[config.mk]
export PLATFORM = sky130hd
export DESIGN_NAME = weighted_center_of_mass
export DESIGN_NICKNAME = d
export VERILOG_FILES = /design/src/rtl/weighted_center_of_mass.sv
export SDC_FILE = /design/constraint.sdc
export NUM_CORES = 2
export LEC_CHECK = 0
export CAP_MARGIN = 30
export CORE_ASPECT_RATIO = 1.25
export CORE_MARGIN = 1.5
export CORE_UTILIZATION = 35
export DETAILED_ROUTE_END_ITERATION = 8
export PLACE_DENSITY = 0.66
export SLEW_MARGIN = 30
export SYNTH_ARGS = -nofsm -noshare
export SYNTH_HDL_FRONTEND = slang
export SYNTH_SLANG_ARGS = --single-unit
[constraint.sdc]
create_clock -name clk_in -period 15.62 [get_ports clk_in]
set_input_delay 3.124 -clock clk_in [delete_from_list [all_inputs] [get_ports clk_in]]
set_output_delay 3.124 -clock clk_in [all_outputs]
set_load 0.005 [all_outputs]
[src/rtl/weighted_center_of_mass.sv]
// rtl/weighted_center_of_mass.sv - mass-weighted centre of mass over NUM_NODES nodes in DIMS axes
//
// Purpose: snapshots node positions and masses, accumulates sum(pos*mass) per axis and
// sum(mass) one node per cycle, then runs a shared-control restoring divider (one quotient
// bit per cycle, all axes in parallel) to produce the signed centre of mass.
//
// Ports:
//   clk_in          system clock, all logic on posedge
//   rst_in          synchronous active-high reset
//   valid_in        request, accepted only while busy_out==0
//   nodes_in        signed positions, node n axis d at slice (d*NUM_NODES+n)*POSITION_SIZE
//   masses_in       unsigned masses, node n at slice n*MASS_SIZE
//   com_out         signed COM, axis d at slice d*POSITION_SIZE
//   mass_total_out  total mass of the last result
//   valid_out       one-cycle pulse when result registers update
//   error_out       pulses with valid_out when the total mass is zero
//   busy_out        high in every state except IDLE
module weighted_center_of_mass #(
  parameter int POSITION_SIZE = 11,
  parameter int MASS_SIZE     = 8,
  parameter int NUM_NODES     = 16,
  parameter int DIMS          = 2
) (
  input  logic                                        clk_in,
  input  logic                                        rst_in,
  input  logic                                        valid_in,
  input  logic [DIMS*NUM_NODES*POSITION_SIZE-1:0]     nodes_in,
  input  logic [NUM_NODES*MASS_SIZE-1:0]              masses_in,
  output logic [DIMS*POSITION_SIZE-1:0]               com_out,
  output logic [MASS_SIZE+$clog2(NUM_NODES)-1:0]      mass_total_out,
  output logic                                        valid_out,
  output logic                                        error_out,
  output logic                                        busy_out
);

  localparam int NW    = $clog2(NUM_NODES);
  localparam int ACC_W = POSITION_SIZE + MASS_SIZE + NW;
  localparam int MW    = MASS_SIZE + NW;
  localparam int PW    = POSITION_SIZE + MASS_SIZE + 1;
  localparam int CW    = NW + 1;
  localparam int BW    = $clog2(ACC_W);

  typedef enum logic [1:0] {S_IDLE, S_TALLY, S_DIVIDE, S_DONE} state_t;

  state_t                          state_q;
  logic signed [POSITION_SIZE-1:0] pos_q  [DIMS][NUM_NODES];
  logic        [MASS_SIZE-1:0]     mass_q [NUM_NODES];
  logic        [CW-1:0]            cnt_q;
  logic        [BW-1:0]            bit_q;
  logic signed [ACC_W-1:0]         sum_q  [DIMS];
  logic        [MW-1:0]            mass_sum_q;
  logic        [ACC_W-1:0]         rem_q  [DIMS];
  logic        [ACC_W-1:0]         quo_q  [DIMS];
  logic        [DIMS-1:0]          neg_q;

  logic [DIMS*POSITION_SIZE-1:0]   com_q;
  logic [MW-1:0]                   mass_total_q;
  logic                            valid_q;
  logic                            error_q;
  logic                            busy_q;

  logic        [NW-1:0]            node_idx;
  logic        [MW-1:0]            mass_add;
  logic        [ACC_W-1:0]         divisor;
  logic signed [PW-1:0]            prod     [DIMS];
  logic signed [ACC_W-1:0]         sum_add  [DIMS];
  logic        [ACC_W:0]           rem_sh   [DIMS];
  logic        [ACC_W:0]           diff     [DIMS];
  logic        [DIMS-1:0]          ge;
  logic        [ACC_W-1:0]         rem_step [DIMS];
  logic        [ACC_W-1:0]         quo_step [DIMS];
  logic        [DIMS*POSITION_SIZE-1:0] com_res;

  assign node_idx = cnt_q[NW-1:0];
  assign divisor  = {{(ACC_W-MW){1'b0}}, mass_sum_q};

  always_comb begin
    mass_add = mass_sum_q + MW'(mass_q[node_idx]);
    com_res  = '0;
    ge       = '0;
    for (int d = 0; d < DIMS; d++) begin
      // Mass is unsigned: prepend a zero so the signed multiply treats it as positive.
      prod[d]    = PW'(pos_q[d][node_idx]) * PW'($signed({1'b0, mass_q[node_idx]}));
      sum_add[d] = sum_q[d] + ACC_W'(prod[d]);
      // Restoring step: the dividend lives in quo_q and is shifted out MSB first while
      // quotient bits are shifted in at the bottom.
      rem_sh[d]   = {rem_q[d], quo_q[d][ACC_W-1]};
      diff[d]     = rem_sh[d] - {1'b0, divisor};
      ge[d]       = ~diff[d][ACC_W];
      rem_step[d] = ge[d] ? diff[d][ACC_W-1:0] : rem_sh[d][ACC_W-1:0];
      quo_step[d] = {quo_q[d][ACC_W-2:0], ge[d]};
      // Only the low bits survive truncation, so negate just those.
      com_res[d*POSITION_SIZE +: POSITION_SIZE] = neg_q[d] ? -quo_step[d][POSITION_SIZE-1:0]
                                                           :  quo_step[d][POSITION_SIZE-1:0];
    end
  end

  always_ff @(posedge clk_in) begin
    if (rst_in) begin
      state_q      <= S_IDLE;
      cnt_q        <= '0;
      bit_q        <= '0;
      mass_sum_q   <= '0;
      neg_q        <= '0;
      com_q        <= '0;
      mass_total_q <= '0;
      valid_q      <= 1'b0;
      error_q      <= 1'b0;
      busy_q       <= 1'b0;
      for (int n = 0; n < NUM_NODES; n++) mass_q[n] <= '0;
      for (int d = 0; d < DIMS; d++) begin
        sum_q[d] <= '0;
        rem_q[d] <= '0;
        quo_q[d] <= '0;
        for (int n = 0; n < NUM_NODES; n++) pos_q[d][n] <= '0;
      end
    end else begin
      valid_q <= 1'b0;
      error_q <= 1'b0;
      case (state_q)
        S_IDLE: begin
          if (valid_in) begin
            for (int n = 0; n < NUM_NODES; n++) begin
              mass_q[n] <= masses_in[n*MASS_SIZE +: MASS_SIZE];
              for (int d = 0; d < DIMS; d++)
                pos_q[d][n] <= nodes_in[(d*NUM_NODES+n)*POSITION_SIZE +: POSITION_SIZE];
            end
            for (int d = 0; d < DIMS; d++) sum_q[d] <= '0;
            mass_sum_q <= '0;
            cnt_q      <= '0;
            busy_q     <= 1'b1;
            state_q    <= S_TALLY;
          end
        end
        S_TALLY: begin
          if (cnt_q != CW'(NUM_NODES)) begin
            for (int d = 0; d < DIMS; d++) sum_q[d] <= sum_add[d];
            mass_sum_q <= mass_add;
            cnt_q      <= cnt_q + CW'(1);
          end else if (mass_sum_q == '0) begin
            // Zero total mass: no division, flag the result and publish zeros.
            com_q        <= '0;
            mass_total_q <= '0;
            valid_q      <= 1'b1;
            error_q      <= 1'b1;
            state_q      <= S_DONE;
          end else begin
            for (int d = 0; d < DIMS; d++) begin
              neg_q[d] <= sum_q[d][ACC_W-1];
              quo_q[d] <= sum_q[d][ACC_W-1] ? ACC_W'(-sum_q[d]) : ACC_W'(sum_q[d]);
              rem_q[d] <= '0;
            end
            bit_q   <= '0;
            state_q <= S_DIVIDE;
          end
        end
        S_DIVIDE: begin
          for (int d = 0; d < DIMS; d++) begin
            rem_q[d] <= rem_step[d];
            quo_q[d] <= quo_step[d];
          end
          bit_q <= bit_q + BW'(1);
          if (bit_q == BW'(ACC_W-1)) begin
            com_q        <= com_res;
            mass_total_q <= mass_sum_q;
            valid_q      <= 1'b1;
            state_q      <= S_DONE;
          end
        end
        S_DONE: begin
          busy_q  <= 1'b0;
          state_q <= S_IDLE;
        end
        default: begin
          busy_q  <= 1'b0;
          state_q <= S_IDLE;
        end
      endcase
    end
  end

  assign com_out        = com_q;
  assign mass_total_out = mass_total_q;
  assign valid_out      = valid_q;
  assign error_out      = error_q;
  assign busy_out       = busy_q;

endmodule

==> flow_summary_export.csv <==
group,metric,value,unit
timing,fin_ws,7.680,ns
grt,grt_pass1_vias,27300,
grt,grt-ovfl-total,0,
worst_setup_path,r2r_cells,22,
route,ant_nets,0,
timing,timing.fmax,125.9,MHz
floorplanning,die_x,307.4,um
worst_hold_path,hold-path-cell-count,2,
route,routed_wl,106.2,mm
final_layout,final_cell_mix,"618 x edfxtp_1, 518 x clkdlybuf4s50_1, 453 x and2_1, 347 x inv_1, 231 x nand2_1",
final_layout,drive_gt1_frac,0.08547,
timing,whs,0.4521,ns
timing,fin_setup_tns,0,ns
flow_run,drv_cap,0,
final_layout,fill_cells,10600,
floorplanning,rows,139,
clocking,clkLatencyLatePin,0.67,ns
synthesis,async_reset_ff_frac,0,
floorplanning,die_area,0.1179,sq mm
place,dp_hpwl,81.15,mm
grt,antenna_found_initial,15,
clocking,cts_post_setup_buffers_inserted,0,
final_layout,fin_cells,5459,
worst_setup_path,r2r_start,"cnt_q[1]",
worst_hold_path,holdCritStartpoint,"com_out[18]",
clocking,htree_num_levels,3,
place,place_area,0.04739,sq mm
synthesis,syn_area,0.04054,sq mm
synthesis,yosysSeqAreaShare,0.4908,
clocking,clk_pin_slew_worst_paths,0.06,ns
clocking,cts_tree,"done",
worst_setup_path,max_stage_delay,0.74,ns
synthesis,synth_edf_count,618,
route,drt_first_pass_iters,5,
power,finalPower,9.268,mW
place,finalWeightedCongestion,0.8602,
floorplanning,start_util,0.3527,
clocking,cts_hold_buf,0,
worst_setup_path,startpoint,"cnt_q[1]",
worst_hold_path,min_path_type,"flip-flop to flip-flop",
synthesis,synth.ff_latch_count,685,
power,peakVddDrop,129.7,uV
timing,rsz0062_at_grt,"no",
timing,finalCritPeriodShare,0.5083,
worst_setup_path,worstPathArrival,8.36,ns
clocking,cts_buffer_depth,3,
route,post-route-drc-count,0,
status,status,"complete, no violations",
timing,fin_skew,0.04052,ns
synthesis,syn_nets,4176,
place,dp.cells,5303,
clocking,cts_buffers,77,
floorplanning,ios,520,
clocking,cts.repair.resized,0,
final_layout,layout.nets,4650,
route,first_iter_violations,2002,
clocking,cts-root-buf,"clkbuf_16",
worst_setup_path,endpoint_kind,"flip-flop",
worst_setup_path,required,16.04,ns
grt,grt_usage,0.1797,
timing,tightestPinTransition,0.9789,ns
timing,fin_crit,7.940,ns
worst_setup_path,cp_common_cell,"fa_1",
grt,grt_pass1_wl,161.1,mm
worst_setup_path,crit_path_top_delay_cell,"buf_4",
power,p_leak,19.54,nW
timing,hold_violations,0,
route,num_vias,26720,
route,drt-vias-per-instance,4.894,
worst_setup_path,crit_fanout,59,
power,power_density,184.9,mW/mm^2
route,wire_per_inst,19.46,um
floorplanning,die_h,383.5,um
synthesis,synth_cells,3358,
synthesis,synthFlopType,"edfxtp_1",
final_layout,stdcell_area,0.05013,sq mm
timing,max-slew-margin-rel,0.3474,
worst_setup_path,cp-start-kind,"flip-flop",
floorplanning,core,0.1150,sq mm
final_layout,final_common_cell,"edfxtp_1",
clocking,cts_sinks,685,
synthesis,yosysUniqueCellTypes,67,
synthesis,yosys_warnings,0,
timing,finalSetupViolCount,0,
final_layout,synthToLayoutAreaGrowth,23.64,%
place,place_ws,7.385,ns
timing,drv_slew,0,
grt,grt_max_degree,216,
place,portBuffers,519,
worst_setup_path,critPathKind,"flip-flop to flip-flop",
final_layout,final_util,0.4361,
worst_setup_path,crit_chain,"buf_4 > mux4_2 > mux2_2 > o21ai_1 > nor2_1 > fa_1 > fa_1 > inv_1 > fa_1 > inv_1 > fa_1 > inv_1 > fa_1 > inv_1 > ha_1 > a2111oi_0 > o21ai_0 > nand3_1 > a31oi_1 > o221a_2 > o21a_1 > o21a_1",
synthesis,avgSynthCellArea,12.07,sq um
==> final timing paths <==
path / to / slack (ns)
worst min register to register: com_out[18] / 0.45
worst max register to register: sum_q[0][45] / 7.68
worst min-delay path: com_out[18] / 0.45
worst max-delay path: sum_q[0][45] / 7.68
==> layer usage <==
| metal | global-route usage | vias up | share of wire | wire (um) |
|---|---|---|---|---|
| li1 | - | 12610 | - | - |
| met1 | 0.2294 | 13170 | 0.42 | 44620 |
| met2 | 0.3107 | 799 | 0.50 | 53190 |
| met3 | 0.02643 | 132 | 0.054 | 5764 |
| met4 | 0.06176 | 2 | 0.025 | 2624 |
| met5 | 0 | - | 0.00010 | 11 |
==> cell usage after synthesis, types with 7 or more instances <==
master	n	area (sq um)
o21bai_1	9	67.56
nor3_1	42	210.2
o211ai_1	9	67.56
edfxtp_1	618	18560
o21ai_1	7	35.03
inv_1	347	1303
nor4_1	14	87.58
nand2_1	232	870.8
and2_1	453	2834
nand2b_1	14	87.58
o21ai_0	101	505.5
fa_1	189	3784
o21a_1	19	142.6
clkbuf_1	126	473.0
a21boi_0	8	60.06
a22oi_1	26	195.2
a21o_1	22	165.2
or3_1	27	168.9
xnor2_1	92	805.8
buf_1	25	93.84
nor2_1	215	807.0
xor2_1	39	341.6
or2_2	7	43.79
mux4_2	140	3153
a211oi_1	15	112.6
o22ai_1	7	43.79
mux2_2	10	112.6
nor2b_1	83	519.3
o31ai_1	19	142.6
o41ai_1	7	61.31
nand4_1	12	75.07
or4_1	10	75.07
nand3_1	20	100.1
a21oi_1	89	445.4
ha_1	146	1827
dfxtp_1	67	1341
mux2i_1	23	230.2
==> flip-flops by register name (all words and copies together), names as in the netlist, named ones only <==
register and count:
bit_q 5, busy_out 1, cnt_q 5, com_out 22, error_out 1, mass_q 128
mass_sum_q 12, mass_total_out 12, neg_q 2, pos_q 352, quo_q 46, rem_q 46
state_q 2, sum_q 46, valid_out 1
==> worst max-delay path: cells and delay by family (launching register included) <==
kind                       cells  cell delay [ns]
muxes                          2             0.73
buffers and inverters          5             0.93
and+or+nand+nor                2             0.33
DFF                            1             0.68
adders and majority gates      6             2.72
AOI/OAI and AO/OA              7             2.23
==> where the power goes <==
group	internal, mW	switching (mW)	total [mW]
registers	2.56	0.224	2.78
clock network	1.11	0.786	1.90
logic	1.94	2.65	4.59
==> logic make-up (layout without fill, tap and decap cells) <==
logic type	after synthesis	count (layout)	synth area share
buffers and inverters	500	1038	0.04651
flip-flops	685	685	0.4908
multiplexers	173	173	0.08622
AO/OA/AOI/OAI	374	374	0.05833
other	0	12	0
XOR/XNOR	131	131	0.02830
AND/OR/NAND/NOR	1160	1160	0.1515
adder cells (fa/ha/maj)	335	335	0.1384
==> layout make-up <==
type,count,area [sq um],share of cell area
tap,1551,1941,0.03871
sequential,685,19910,0.3973
multi-input combinational,2173,18810,0.3752
clock inverter,52,593.1,0.01183
antenna,12,30.03,0.0005990
timing repair buffer,548,5466,0.1091
inverter,347,1303,0.02598
clock buffer,91,2074,0.04138
(Power assumes the default switching activity.)
